File: src/rtl/microtile_vector_driver.sv
// Host-side stimulus/checker for one microtile pin interface.
// Applies a vector to ui_in, waits, samples uo_out, and reports pass/fail.
module microtile_vector_driver #(
  parameter int unsigned SETTLE_CYCLES = 4,
  parameter int unsigned PULSE_CYCLES  = 2
) (
  input  logic        clk,
  input  logic        rst_n,
  input  logic        vec_valid,
  output logic        vec_ready,
  input  logic [7:0]  vec_stim,
  input  logic [7:0]  vec_expect,
  input  logic [7:0]  vec_mask,
  input  logic        vec_pulse,
  output logic [7:0]  tile_ui_in,
  input  logic [7:0]  tile_uo_out,
  output logic        res_valid,
  input  logic        res_ready,
  output logic        res_pass,
  output logic [7:0]  res_observed,
  output logic [15:0] pass_count,
  output logic [15:0] fail_count,
  input  logic        clear_counts,
  output logic        busy
);

  localparam logic [2:0] S_IDLE   = 3'd0;
  localparam logic [2:0] S_APPLY  = 3'd1;
  localparam logic [2:0] S_PULSE  = 3'd2;
  localparam logic [2:0] S_SETTLE = 3'd3;
  localparam logic [2:0] S_REPORT = 3'd4;

  localparam logic [7:0] W_SET = 8'(SETTLE_CYCLES);
  localparam logic [7:0] W_PLS = 8'(PULSE_CYCLES - 1);
  localparam logic [15:0] W_MAX = 16'hFFFF;

  logic [2:0]  r_state;
  logic [7:0]  r_cnt;
  logic [7:0]  r_stim;
  logic [7:0]  r_expect;
  logic [7:0]  r_mask;
  logic        r_pulse;
  logic [7:0]  r_ui;
  logic [7:0]  r_sync1;
  logic [7:0]  r_sync2;
  logic        r_pass;
  logic [7:0]  r_obs;
  logic [15:0] r_pass_cnt;
  logic [15:0] r_fail_cnt;

  logic w_accept;
  logic w_sample;
  logic w_pass;

  assign vec_ready = (r_state == S_IDLE);
  assign busy      = (r_state != S_IDLE);
  assign res_valid = (r_state == S_REPORT);
  assign w_accept  = vec_valid && vec_ready;
  assign w_sample  = (r_state == S_SETTLE) &&
                     (r_cnt == 8'd0);
  assign w_pass    = ((r_sync2 ^ r_expect) &
                      r_mask) == 8'h00;

  assign tile_ui_in   = r_ui;
  assign res_pass     = r_pass;
  assign res_observed = r_obs;
  assign pass_count   = r_pass_cnt;
  assign fail_count   = r_fail_cnt;

  // uo_out is asynchronous to clk
  always_ff @(posedge clk or negedge rst_n) begin
    if (!rst_n) begin
      r_sync1 <= 8'h00;
      r_sync2 <= 8'h00;
    end else begin
      r_sync1 <= tile_uo_out;
      r_sync2 <= r_sync1;
    end
  end

  always_ff @(posedge clk or negedge rst_n) begin
    if (!rst_n) begin
      r_state  <= S_IDLE;
      r_cnt    <= 8'd0;
      r_stim   <= 8'h00;
      r_expect <= 8'h00;
      r_mask   <= 8'h00;
      r_pulse  <= 1'b0;
      r_ui     <= 8'h00;
      r_pass   <= 1'b0;
      r_obs    <= 8'h00;
    end else begin
      case (r_state)
        S_IDLE: begin
          if (w_accept) begin
            r_stim   <= vec_stim;
            r_expect <= vec_expect;
            r_mask   <= vec_mask;
            r_pulse  <= vec_pulse;
            r_state  <= S_APPLY;
          end
        end
        S_APPLY: begin
          r_ui <= {r_stim[7:1],
                   r_stim[0] & ~r_pulse};
          if (r_pulse) begin
            r_state <= S_PULSE;
            r_cnt   <= W_PLS;
          end else begin
            r_state <= S_SETTLE;
            r_cnt   <= W_SET;
          end
        end
        S_PULSE: begin
          r_ui[0] <= 1'b1;
          if (r_cnt == 8'd0) begin
            r_state <= S_SETTLE;
            r_cnt   <= W_SET;
          end else begin
            r_cnt <= r_cnt - 8'd1;
          end
        end
        S_SETTLE: begin
          // first settle edge ends the pulse
          if (r_pulse) r_ui[0] <= 1'b0;
          if (r_cnt == 8'd0) begin
            r_state <= S_REPORT;
            r_obs   <= r_sync2;
            r_pass  <= w_pass;
          end else begin
            r_cnt <= r_cnt - 8'd1;
          end
        end
        S_REPORT: begin
          if (res_ready) r_state <= S_IDLE;
        end
        default: r_state <= S_IDLE;
      endcase
    end
  end

  always_ff @(posedge clk or negedge rst_n) begin
    if (!rst_n) begin
      r_pass_cnt <= 16'd0;
      r_fail_cnt <= 16'd0;
    end else if (clear_counts) begin
      r_pass_cnt <= 16'd0;
      r_fail_cnt <= 16'd0;
    end else if (w_sample) begin
      if (w_pass) begin
        if (r_pass_cnt != W_MAX)
          r_pass_cnt <= r_pass_cnt + 16'd1;
      end else begin
        if (r_fail_cnt != W_MAX)
          r_fail_cnt <= r_fail_cnt + 16'd1;
      end
    end
  end

endmodule

File: config.mk
export PLATFORM = sky130hd
export DESIGN_NAME = microtile_vector_driver
export DESIGN_NICKNAME = d
export VERILOG_FILES = /design/src/rtl/microtile_vector_driver.sv
export SDC_FILE = /design/constraint.sdc
export NUM_CORES = 1
export LEC_CHECK = 0
export ABC_CLOCK_PERIOD_IN_PS = 3500
export CORE_ASPECT_RATIO = 0.75
export CORE_MARGIN = 2
export CORE_UTILIZATION = 58
export CTS_BUF_LIST = sky130_fd_sc_hd__clkbuf_8
export CTS_CLUSTER_SIZE = 20
export DETAILED_ROUTE_END_ITERATION = 16
export HOLD_SLACK_MARGIN = 0.12
export PLACE_DENSITY_LB_ADDON = 0.15
export SYNTH_ARGS = -nofsm -noshare
export SYNTH_HDL_FRONTEND = slang
export SYNTH_SLANG_ARGS = --single-unit
File: constraint.sdc
create_clock -name clk -period 3.5 [get_ports clk]
set_input_delay 1.05 -clock clk [delete_from_list [all_inputs] [get_ports clk]]
set_output_delay 1.05 -clock clk [all_outputs]
set_load 0.02 [all_outputs]
After elaboration in Yosys (flattened, before gate mapping)
Cells that the tools add are included.
{"block": "op_classes", "bitwise": 4, "n_addsub": 3, "n_mux": 20, "n_eq_ne": 13, "n_reduce_logical": 18}
{"cell": "2-to-1 mux 16 bit", "n": 8}
{"cell": "adder 16 x 1 -> 16 bit (second input constant)", "n": 2}
{"cell": "!= test 16 bit (second input constant)", "n": 2}
{"cell": "one-hot mux 8 bit (3 select lines)", "n": 1}
{"cell": "logical NOT 8 bit", "n": 2}
{"cell": "2-to-1 mux 8 bit", "n": 2}
{"cell": "2-to-1 mux 3 bit", "n": 5}
{"cell": "one-hot mux 3 bit (5 select lines)", "n": 1}
{"cell": "bitwise AND 8 bit", "n": 1}
{"cell": "!= test 2 bit (second input constant)", "n": 4}
{"cell": "AND reduction 2 bit", "n": 4}
{"cell": "nonzero test 2 bit", "n": 4}
{"cell": "subtractor 8 x 1 -> 8 bit (second input constant)", "n": 1}
{"cell": "XOR 8 bit", "n": 1}
{"cell": "equality test 3 x 2 -> 1 bit (second input constant)", "n": 2}
{"cell": "!= test 2 x 1 -> 1 bit (second input constant)", "n": 3}
{"cell": "AND reduction 3 bit", "n": 2}
{"cell": "nonzero test 3 bit", "n": 2}
{"cell": "AND reduction 4 bit", "n": 1}
{"cell": "equality test 3 x 1 -> 1 bit (second input constant)", "n": 1}
{"cell": "equality test 3 bit (second input constant)", "n": 1}
{"cell": "logical NOT 3 bit", "n": 1}
{"cell": "one-hot mux 1 bit (3 select lines)", "n": 1}
{"cell": "logical AND 1 bit", "n": 2}
{"cell": "other kinds (3)", "n": 4}
{"block": "word_totals", "reg_bits": 101}

Longest topological paths before layout
Gate-level depths: netlist of run 1.
{"block": "logic_depth", "word_depth": 6, "depth_mapped": 9}

Worst setup path after synthesis of run 1
OpenSTA, ideal clock, no wires.
{"block": "synth_timing", "path_kind": "flip-flop to output port", "from": "register r_state[2]", "to": "output port vec_ready", "required_ps": 2450, "n_path_buf": 1, "arrival_ps": 1183, "stages_incl_launch_ff": 4, "slack_ps": 1267, "path_cell_list": "dfrtp_1 > clkbuf_1 > or3_1 > inv_1"}
{"block": "synth_via", "elab_chain_cells": 1}
{"element": "start, declared", "line_no": "37", "text": "logic [2:0] r_state;"}
{"element": "start signal, assigned", "line_no": "83", "text": "r_state <= S_IDLE;"}
{"element": "start signal, assigned", "line_no": "100", "text": "r_state <= S_APPLY;"}
{"element": "start signal, assigned", "line_no": "107", "text": "r_state <= S_PULSE;"}
{"element": "logical NOT 3 bit", "line_no": "55", "text": "assign vec_ready = (r_state == S_IDLE);"}
{"element": "end, declared", "line_no": "10", "text": "output logic vec_ready,"}
Every way passes these cells.

Worst setup path after layout of run 1
{"block": "layout_timing", "from": "register r_state[0]", "to": "output port vec_ready"}
The elaborated chain is that of the path after synthesis.

==> results.txt, run 1 <==
The count of cells along the worst hold path came out at 0. Counting instances in the post-synthesis netlist gives the leading cell types as 101 x sky130_fd_sc_hd__dfrtp_1, 37 x sky130_fd_sc_hd__nand2_1, 35 x sky130_fd_sc_hd__mux2_2. The combinational family with the most area after synthesis was simple AND/OR/NAND/NOR gates.

Remaining antenna violation count after routing: 0. The share of the synthesized area in compound gates (AO/OA/AOI/OAI) is 12.4%, and the clock latency of the later-clocked register in the worst-skew pair is 0.38 ns. The die footprint was 0.00876 mm²; the count of filler cells inserted in the layout was 566.

Power spread over the standard cell area amounts to 647 mW/mm². The XOR/XNOR share of the synthesized area was 1.51%; the area share of and/or/nand/nor cells after synthesis was 19.5%. The congestion estimate from routability-driven global placement came to 0.817. The share of Yosys cell area claimed by the top area cell type came out at 54.4%. The category of the worst setup path launch point was a flop. Counting flops with a built-in enable in the synthesized netlist gives 0. By area the synthesized netlist is led by sky130_fd_sc_hd__dfrtp_1 54%, sky130_fd_sc_hd__mux2_2 8.5%, sky130_fd_sc_hd__a21oi_1 3.6%. The type of the worst setup path is flop to primary output. The worst pin sits at a relative slew slack of 22.4%. The max-slew violation count is 0. Registers take 0.00253 mm². The share of total power in combinational logic was 34.8%; the power spent charging and discharging nets was 1.39 mW.

The clock buffer count from CTS is 9. The DRC violation count after routing was 0; the shortest period the worst path allows was 3.05 ns. The element type at the critical path end is a primary output. The repair_antennas step left the layout with diodes totalling 0. The run gives 0 as the total setup violations reported at the end of the flow.

In this run the worst path has a maximum fanout of 10. The number of global-route vias before repair is 3539, and the multiplexer fraction of the synthesized cell area is 8.48%. For this design, the slowest cell found on the critical path is sky130_fd_sc_hd__clkdlybuf4s50_1.

Across all layers, the routed design uses 3733 vias. The first global-routing pass estimated 17400 µm of wire. The level count of the clock H-tree was 3. Setup repair after global routing left no endpoint under its margin. For this block, the initial DRC count from the detailed router was 198.

For the worst setup path, the data required time is 2.45 ns. Sequential cells account for 44.3% of the total power. The delay of the slowest cell on the worst path was 0.61 ns.

After global routing the overflow that remains totals 0. After layout, the worst setup slack is 0.455 ns. Yosys printed 0 warnings. Across the run, the number of max-cap violations was 0. Summed over all cells, the static leakage comes to 2.41 nW. IR analysis of the VDD net gives a maximum drop of 0.481 mV. The final-report hold violation count was 0; the half-perimeter wire length after placement was 7440 µm. TritonCTS built the clock tree. The number of nets in the synthesized netlist was 467; the post-placement setup slack was 0.890 ns. The critical path goes through or3_1, inv_1, clkdlybuf4s50_1. The share of flip-flops with an asynchronous set or reset works out to 100%.

In this run the worst hold path is classified as flop to flop. The number of antenna violations at the first check in global routing is 0. The pre-antenna-repair detailed-routing pass consisted of 4 iterations.

Global routing consumed, over all layers together, 25.7% of the routing resources. The width of the die was 107 µm. The most common cell in the synthesized netlist is sky130_fd_sc_hd__dfrtp_1. The proportion of power drawn by the clock network was 20.9%; the buffer count from post-CTS setup fixing was 0. The final layout contains 554 nets. The adder-cell share of the synthesized area is 0.807%. The path depth of the worst reg2reg path works out to 7.

The biggest area contributor in the post-synthesis netlist is sky130_fd_sc_hd__dfrtp_1. The run gives 2.39 mW as the cell-internal power. From synthesis to final layout, the design area changed by 25.6%. Clock-pin slew was measured on the worst setup and hold paths at 0.10 ns. The routed via count divided by cell count works out to 5.99.

The run gives 10700 µm as the wire length reported by the detailed router. The synthesized design contains 101 register bits. Number of instances resized during post-cts repair: 0. The arrival time of data at the critical path endpoint was 2.00 ns. The number of buffers inserted by port buffering was 89. The flow ran to the end, and the final reports show no timing, DRC or antenna violations.

The run gives 101 as the clock sink count. CTS placed an instance of sky130_fd_sc_hd__clkbuf_8 at the clock tree root. Wire length per cell: 17.2 µm.

The average instance in the mapped netlist occupies 10.9 µm². The number of buffers between clock root and the deepest sink was 2. For this design, the CTS-stage hold fixing added 0 buffers. After routing, the total negative slack on setup checks comes to 0 ns. The mapped netlist covers 0.00465 mm². Worst setup skew after layout: 0.00797 ns.

After floorplanning, the core was divided into 28 placement rows. Dominant register cell in the synthesized netlist: sky130_fd_sc_hd__dfrtp_1. The number of instances in the synthesized netlist came out at 426.

Number of unique standard cell types used by synthesis: 48. Entering global routing, the biggest net connects 58 pins. The post-route fraction of the period consumed by the critical path came out at 87.0%. The die is 81.5 µm tall. The core box area was 0.00785 mm². For this configuration, the core starts out at a cell density of 59.2%. The share of post-route cells with drive strength above 1 was 13.9%; the number of primary I/O pins was 90. Based on the critical path, the design can be clocked at up to 0.328 GHz. The net switching fraction of the power is 36.8%, and the area of the multi-input gates is 0.00198 mm². Of the synthesized area, sequential elements account for 54.4%. At the pin with the least slew margin, the transition time is 1.16 ns.
## kinds of logic (layout without fill, tap and decap cells)
group | count (synthesis) | in the layout
AND/OR/NAND/NOR | 158 | 158
flip-flops | 101 | 101
AO/OA/AOI/OAI | 92 | 92
XOR/XNOR | 8 | 8
buffers and inverters | 29 | 121
multiplexers | 35 | 35
adder cells (fa/ha/maj) | 3 | 3
## metal layers
layer | vias to the layer above | GRT usage, % | wire (µm)
met2 | 116 | 41.2 | 5220
met1 | 1859 | 35.6 | 4780
met3 | 9 | 7.78 | 658
met4 | 0 | 4.74 | 80
li1 | 1749 | - | -
met5 | - | 0 | 0
## area by class of cell
cell class                 instances  area share (%)
clock buffer                       9            2.12
clock inverter                     7            1.56
inverter                           7           0.450
multi-input combinational        296            34.0
sequential                       101            43.3
tap                              105            2.25
timing repair buffer              98            16.4
## flip-flops by register name, indices dropped and copies added, names as in the netlist
name and count:
r_mask 8, pass_count 16, r_expect 8, r_pulse 1, r_state 3, res_pass 1, fail_count 16, res_observed 8
r_stim 8, tile_ui_in 8, r_sync1 8, r_sync2 8, r_cnt 8
## worst max-delay path, delay by kind of cell (launching register included)
kind	cells	cell delay (ns)
flops	1	0.49
simple gates	1	0.42
buf+inv	2	0.71
## final timing paths
check	to	slack, ns	start
setup / recovery	vec_ready	0.45	r_state[0]$_DFFE_PN0P_
hold reg to reg	r_sync2[1]$_DFF_PN0_	0.36	r_sync1[1]$_DFF_PN0_
min in group asynchronous	r_cnt[7]$_DFFE_PN0P_	0.71	rst_n
setup reg to reg	fail_count[12]$_DFFE_PN0P_	0.93	r_cnt[0]$_DFFE_PN0P_
max in group asynchronous	r_mask[6]$_DFFE_PN0P_	2.06	rst_n
hold / removal	r_sync2[1]$_DFF_PN0_	0.36	r_sync1[1]$_DFF_PN0_
## metrics by stage
step | utilization (%) | total power [mW] | cell area (µm²) | std cells | hold slack, ns
after detailed placement | 71.7 | 3.00 | 5630 | 607 | 0.336
after floorplan | - | 2.53 | 4650 | 426 | 0.331
after global routing | 74.4 | 4.00 | 5840 | 623 | 0.368
final | 74.4 | 3.78 | 5840 | 623 | 0.359
after CTS | 74.4 | 3.80 | 5840 | 623 | 0.360
after global placement | 71.7 | 2.93 | 5630 | 607 | 0.332
## layout by cell type, fill, tap and decap left out, drive strengths merged, types with 10 or more instances in the layout
cell / instances
nor2: 22
and4: 10
nand2: 39
mux2: 35
nand3: 14
o21ai: 19
or4: 18
inv: 10
nand4: 13
a21oi: 33
clkdlybuf4s50: 88
buf: 10
o31ai: 20
dfrtp: 101
## power by group through the flow
stage / Combinational [mW] / Clock [mW] / Sequential [mW]
after floorplan: 0.816 / 0 / 1.72
after global placement: 1.26 / 0 / 1.67
after detailed placement: 1.31 / 0 / 1.69
after CTS: 1.32 / 0.807 / 1.67
after global routing: 1.43 / 0.855 / 1.71
final: 1.32 / 0.789 / 1.67
(Power assumes the default switching activity.)
==> run 2: changes to the inputs <==
HOLD_SLACK_MARGIN = unset   (was 0.12)
==> results of run 2 <==
No change in the layout: final DEF, timing and power equal those of run 1.
